===== src/rtl/difficulty_select_if.sv =====
// Bundle of game-control, key and display signals around the difficulty selector.
// The game side (master) drives keys and control pulses; the selector (slave)
// returns the difficulty code, the speed strobe and the play flag.
interface difficulty_select_if;
    logic       key_up;
    logic       key_down;
    logic       start;
    logic       game_over;
    logic       level_up;
    logic [2:0] diff;
    logic       tick;
    logic       playing;

    modport master (
        output key_up,
        output key_down,
        output start,
        output game_over,
        output level_up,
        input  diff,
        input  tick,
        input  playing
    );

    modport slave (
        input  key_up,
        input  key_down,
        input  start,
        input  game_over,
        input  level_up,
        output diff,
        output tick,
        output playing
    );
endinterface


===== src/rtl/difficulty_select.sv =====
// Difficulty selector: four levels chosen by up/down buttons while idle,
// auto-advanced by the score logic during play, and a game-speed tick whose
// period halves with every level. PERIOD1 must be a power of two >= 8.
module difficulty_select #(
    parameter int PERIOD1 = 16
) (
    input  logic                clk,
    input  logic                reset,
    difficulty_select_if.slave  bus
);

    localparam int CW = $clog2(PERIOD1);

    localparam logic [1:0] ST_IDLE = 2'd0;
    localparam logic [1:0] ST_PLAY = 2'd1;
    localparam logic [1:0] ST_OVER = 2'd2;

    // Level is held as 0..3 internally (L1..L4).
    localparam logic [1:0] LVL_MIN = 2'd0;
    localparam logic [1:0] LVL_MAX = 2'd3;

    // Last counter value of a tick period at the given level: (PERIOD1 >> lvl) - 1.
    function automatic logic [CW-1:0] period_last(input logic [1:0] lvl);
        return CW'((PERIOD1 >> lvl) - 1);
    endfunction

    // Thermometer code for the display: L1=000, L2=001, L3=011, L4=111.
    function automatic logic [2:0] thermo(input logic [1:0] lvl);
        logic [2:0] code;
        case (lvl)
            2'd0:    code = 3'b000;
            2'd1:    code = 3'b001;
            2'd2:    code = 3'b011;
            default: code = 3'b111;
        endcase
        return code;
    endfunction

    // Key conditioning: two synchroniser flops, a previous-value flop and a
    // registered rising-edge pulse, so a press acts three edges after the
    // key is first sampled high.
    logic up_s1_q,    up_s1_d;
    logic up_s2_q,    up_s2_d;
    logic up_prev_q,  up_prev_d;
    logic up_press_q, up_press_d;
    logic dn_s1_q,    dn_s1_d;
    logic dn_s2_q,    dn_s2_d;
    logic dn_prev_q,  dn_prev_d;
    logic dn_press_q, dn_press_d;

    // Game state, level and tick generation.
    logic [1:0]    state_q, state_d;
    logic [1:0]    level_q, level_d;
    logic [CW-1:0] cnt_q,   cnt_d;
    logic          tick_q,  tick_d;

    // Synchronise both keys and detect their rising edges.
    always_comb begin
        up_s1_d    = bus.key_up;
        up_s2_d    = up_s1_q;
        up_prev_d  = up_s2_q;
        up_press_d = up_s2_q & ~up_prev_q;
        dn_s1_d    = bus.key_down;
        dn_s2_d    = dn_s1_q;
        dn_prev_d  = dn_s2_q;
        dn_press_d = dn_s2_q & ~dn_prev_q;
    end

    // Game FSM, level update and tick counter. The counter idles at 0 outside
    // play and restarts whenever the level actually changes during play.
    always_comb begin
        state_d = state_q;
        level_d = level_q;
        cnt_d   = '0;
        tick_d  = 1'b0;
        case (state_q)
            ST_IDLE: begin
                // Opposite presses in the same cycle cancel out.
                if (up_press_q && !dn_press_q && level_q != LVL_MAX) begin
                    level_d = level_q + 2'd1;
                end else if (dn_press_q && !up_press_q && level_q != LVL_MIN) begin
                    level_d = level_q - 2'd1;
                end
                if (bus.start) begin
                    state_d = ST_PLAY;
                end
            end
            ST_PLAY: begin
                // game_over takes priority over a coincident level_up.
                if (bus.game_over) begin
                    state_d = ST_OVER;
                end else if (bus.level_up && level_q != LVL_MAX) begin
                    level_d = level_q + 2'd1;
                end else if (cnt_q == period_last(level_q)) begin
                    tick_d = 1'b1;
                end else begin
                    cnt_d = cnt_q + CW'(1);
                end
            end
            ST_OVER: begin
                if (up_press_q || dn_press_q || bus.start) begin
                    state_d = ST_IDLE;
                end
            end
            default: begin
                state_d = ST_IDLE;
            end
        endcase
    end

    // State registers; reset clears everything including the key pipeline.
    always_ff @(posedge clk) begin
        if (reset) begin
            up_s1_q    <= 1'b0;
            up_s2_q    <= 1'b0;
            up_prev_q  <= 1'b0;
            up_press_q <= 1'b0;
            dn_s1_q    <= 1'b0;
            dn_s2_q    <= 1'b0;
            dn_prev_q  <= 1'b0;
            dn_press_q <= 1'b0;
            state_q    <= ST_IDLE;
            level_q    <= LVL_MIN;
            cnt_q      <= '0;
            tick_q     <= 1'b0;
        end else begin
            up_s1_q    <= up_s1_d;
            up_s2_q    <= up_s2_d;
            up_prev_q  <= up_prev_d;
            up_press_q <= up_press_d;
            dn_s1_q    <= dn_s1_d;
            dn_s2_q    <= dn_s2_d;
            dn_prev_q  <= dn_prev_d;
            dn_press_q <= dn_press_d;
            state_q    <= state_d;
            level_q    <= level_d;
            cnt_q      <= cnt_d;
            tick_q     <= tick_d;
        end
    end

    assign bus.diff    = thermo(level_q);
    assign bus.tick    = tick_q;
    assign bus.playing = (state_q == ST_PLAY);

endmodule


===== src/flat_wrapper.sv =====
// flat-port wrapper written by rule: the top's interface ports become plain ports
module difficulty_select_flat 
#(
    parameter int PERIOD1 = 16
)
  (clk, reset, bus_key_up, bus_key_down, bus_start, bus_game_over, bus_level_up, bus_diff, bus_tick, bus_playing);
  difficulty_select_if bus_i ();
  input  logic clk;
  input  logic reset;
  input wire logic [$bits(bus_i.key_up)-1:0] bus_key_up;
  input wire logic [$bits(bus_i.key_down)-1:0] bus_key_down;
  input wire logic [$bits(bus_i.start)-1:0] bus_start;
  input wire logic [$bits(bus_i.game_over)-1:0] bus_game_over;
  input wire logic [$bits(bus_i.level_up)-1:0] bus_level_up;
  output wire logic [$bits(bus_i.diff)-1:0] bus_diff;
  output wire logic [$bits(bus_i.tick)-1:0] bus_tick;
  output wire logic [$bits(bus_i.playing)-1:0] bus_playing;
  assign bus_i.key_up = bus_key_up;
  assign bus_i.key_down = bus_key_down;
  assign bus_i.start = bus_start;
  assign bus_i.game_over = bus_game_over;
  assign bus_i.level_up = bus_level_up;
  assign bus_diff = bus_i.diff;
  assign bus_tick = bus_i.tick;
  assign bus_playing = bus_i.playing;
  difficulty_select #(.PERIOD1(PERIOD1)) u_core (.clk(clk), .reset(reset), .bus(bus_i));
endmodule

===== config.mk =====
export PLATFORM = sky130hd
export DESIGN_NAME = difficulty_select_flat
export DESIGN_NICKNAME = d
export VERILOG_FILES = /design/src/rtl/difficulty_select_if.sv /design/src/rtl/difficulty_select.sv /design/src/flat_wrapper.sv
export SDC_FILE = /design/constraint.sdc
export NUM_CORES = 1
export LEC_CHECK = 0
export ABC_AREA = 1
export CORE_UTILIZATION = 40
export DETAILED_ROUTE_END_ITERATION = 12
export GPL_TIMING_DRIVEN = 1
export SLEW_MARGIN = 20
export SYNTH_ARGS = -nofsm -noshare
export SYNTH_HDL_FRONTEND = slang
export SYNTH_SLANG_ARGS = --single-unit

===== constraint.sdc =====
create_clock -name clk -period 1.4 [get_ports clk]
set_clock_uncertainty 0.05 [all_clocks]
set_input_delay 0.28 -clock clk [delete_from_list [all_inputs] [get_ports clk]]
set_output_delay 0.28 -clock clk [all_outputs]
set_load 0.01 [all_outputs]

==> metrics.cfg, run 1 <==
[global_route]
grt_start_max_net_pins = 11
grt_pass1_vias = 598
antenna_found_initial = 0
grt_use_total = 0.154
grt_first_pass_wirelength_um = 2260
grt_overflow = 0

[sta]
max_slew_margin = 0.891
setup_viol = 6
tightest_slew_ps = 163
finalCritPeriodShare = 1.07
finalHoldViolations = 0
fin_ws_ps = -92.6
tns_ps = -354
min_period_ps = 1490
maxSlewViolCount = 0
rsz0062_at_grt = true
fmax_ghz = 0.670

[setup_path]
r2r_start = u_core.level_q[0]$_SDFFE_PP0P_
path_max_fanout = 3
critPathLaunchType = register
crit_chain = inv_4, ha_4, inv_2, ha_4, inv_2, buf_6
worst-setup-path-type = register to primary output
required_ps = 1070
cpMaxStageDelayCell = dfxtp_4
arrival_ps = 1160
cpPeakStageDelay_ps = 380
r2r_cells = 8
critPathBufInv = 4
cp-end-kind = primary output
rr_endpoint = u_core.cnt_q[0]$_SDFF_PP0_
reg2reg_slack_ps = -60
critPathTopFamily = flip-flops

[pwr]
leakagePower_nw = 0.505
p_per_area_mw_per_mm2 = 871
ir_drop_uv = 672

[clock_network]
max-clock-path-buffers = 2
hold_buffers = 0
cts_tree = yes
clock_latency_ps = 290
htreeDepth = 1
cts_root_buf = clkbuf_4
numClockSinks = 17
cts_made_buffers = 3
path_clk_slew_ps = 100

[place]
portBuffers = 11
hpwlAfterDp_um = 1060
globalplace.congestion = 0.711
dp_cells = 148

[final_layout]
layout-area-overhead-vs-synth_pct = 38.0
largest_reg_flops = 4
top_regs = u_core.cnt_q: 4 flops, u_core.level_q: 2 flops, u_core.state_q: 2 flops
fillCellCount = 165
regMostFlops = u_core.cnt_q
finalNonFillerCells = 152
final_nets = 141
layout-drive-gt1-share = 0.299
antennaDiodeCount = 0

[min_path]
min_path_type = register to register
hold_path_depth = 1
hp-start = u_core.dn_prev_q$_SDFF_PP0_
min_to = u_core.dn_press_q$_SDFF_PP0_

[route]
via_per_inst = 4.31
first_pass_iters = 2
ant_nets = 0
drc = 0
num_vias = 655
drt_iter0_drc = 8
wl_per_cell_um = 8.58
routed_wl_um = 1300

[synthesis]
synth_nets = 118
yosysWarnings = 0
yosysUniqueCellTypes = 17
syn_inst = 105
syn-cell-area_um2 = 779
avgSynthCellArea_um2 = 7.42
seq_area_frac_synth = 0.437
synth_seq_cells = 17

[floorplanning]
rows = 15
start_util = 0.437
die_x_um = 46.1
die-area_mm2 = 0.00213
die_y_um = 46.1
design.core.area_mm2 = 0.00178
ios = 12

[run_status]
violations = setup timing
status = finished with violations

[flow_run]
cap_violations = 0

## placed cells by master, fill, tap and decap left out, types with 4 or more instances in the layout
cell / instances
dfxtp_1: 14
clkdlybuf4s50_1: 6
inv_2: 6
nand3_1: 4
nand2_1: 16
nor2_1: 19
inv_1: 17
ha_4: 4
buf_4: 7
## routing by layer
metal | share of wire | track usage | wire, um | vias to the layer above
li1 | - | - | - | 358
met1 | 0.46 | 0.172 | 595 | 284
met2 | 0.49 | 0.256 | 639 | 9
met3 | 0.027 | 0.0353 | 35 | 4
met4 | 0.027 | 0.106 | 35 | 0
met5 | 0 | 0 | 0 | -
## synth_stat cells
master    instances  area [um^2]
xor2_1            1         8.76
nand3b_1          1         7.51
nor2_1           19         71.3
nand2_1          18         67.6
nand3_1           5         25.0
a21oi_1           3         15.0
nand3_2           1         10.0
nor3_1            4         20.0
inv_2             2         7.51
inv_1            22         82.6
xnor2_1           2         17.5
nor3_2            1         10.0
ha_1              6         75.1
buf_1             1         3.75
nand2_2           1         6.26
dfxtp_1          17          340
nor2_4            1         11.3
## stage by stage
stage | setup WS [ps] | hold WS [ps] | utilization | instance area, um^2 | power, W
global placement | -202 | 327 | 0.566 | 1010 | 0.000677
CTS | -130 | 344 | 0.601 | 1070 | 0.000949
global route | -149 | 355 | 0.604 | 1080 | 0.000996
finish | -92.6 | 343 | 0.604 | 1080 | 0.000937
floorplan | 20.4 | 323 | - | 812 | 0.000607
detailed placement | -221 | 334 | 0.566 | 1010 | 0.000680
## repair_timing
action                     4_1_cts  5_1_grt
setup endpoints to repair       11       11
gates cloned                     0        0
pin swaps                        4        5
resized for setup               25        7
buffers inserted                 1        0
## worst register-to-register path: cells and delay by family (launching register included)
kind / cells / cell delay (ps)
adder cells (fa/ha/maj): 2 / 330
flip-flops: 1 / 380
buffers and inverters: 2 / 100
AND/OR/NAND/NOR: 3 / 370
XOR/XNOR: 1 / 120
## power breakdown
part           switching (W)  internal, W  total (W)
sequential         0.0000132     0.000500   0.000513
clock               0.000156     0.000106   0.000262
combinational      0.0000795    0.0000823   0.000162
## logic make-up after synthesis
logic type                 count (synthesis)  synth area share
and+or+nand+nor                           51             0.294
buffers and inverters                     25             0.120
xor gates and xnor gates                   3            0.0337
AOI/OAI and AO/OA                          3            0.0193
adders and majority gates                  6            0.0963
DFF                                       17             0.437
## worst max path at each step
| stage | to | cells past startpoint | start | slack, ps |
|---|---|---|---|---|
| after floorplan | u_core.cnt_q[2]$_SDFF_PP0_ | 8 | u_core.level_q[0]$_SDFFE_PP0P_ | 20 |
| after global routing | bus_diff[1] | 6 | u_core.level_q[0]$_SDFFE_PP0P_ | -150 |
| final | bus_diff[1] | 6 | u_core.level_q[0]$_SDFFE_PP0P_ | -90 |
| after detailed placement | bus_diff[1] | 6 | u_core.level_q[0]$_SDFFE_PP0P_ | -220 |
| after global placement | bus_diff[1] | 6 | u_core.level_q[0]$_SDFFE_PP0P_ | -200 |
| after CTS | bus_diff[1] | 6 | u_core.level_q[0]$_SDFFE_PP0P_ | -130 |
## cell type report
class / instances / area, um^2 / area share
multi-input cells: 63 / 410 / 0.381
inverters: 24 / 92.6 / 0.0860
well taps: 25 / 31.3 / 0.0291
repair buffers: 19 / 165 / 0.153
flip-flops and latches: 17 / 349 / 0.324
clock inverters: 1 / 5.00 / 0.00465
clock buffers: 3 / 22.5 / 0.0209
No activity file was read; power rests on OpenSTA's default activity.
==> inputs of run 2 (changes only) <==
--- a/config.mk
+++ b/config.mk
@@ -9,7 +9,6 @@
 export CORE_UTILIZATION = 40
 export DETAILED_ROUTE_END_ITERATION = 12
 export GPL_TIMING_DRIVEN = 1
-export SLEW_MARGIN = 20
 export SYNTH_ARGS = -nofsm -noshare
 export SYNTH_HDL_FRONTEND = slang
 export SYNTH_SLANG_ARGS = --single-unit
==> results of run 2 <==
Final layout, timing and power as in run 1 (identical DEF).
==> inputs of run 3 (changes only) <==
--- a/config.mk
+++ b/config.mk
@@ -9,6 +9,7 @@
 export CORE_UTILIZATION = 40
 export DETAILED_ROUTE_END_ITERATION = 12
 export GPL_TIMING_DRIVEN = 1
+export HOLD_SLACK_MARGIN = 0.08
 export SYNTH_ARGS = -nofsm -noshare
 export SYNTH_HDL_FRONTEND = slang
 export SYNTH_SLANG_ARGS = --single-unit
==> results of run 3 <==
Final layout, timing and power as in run 1 (identical DEF).
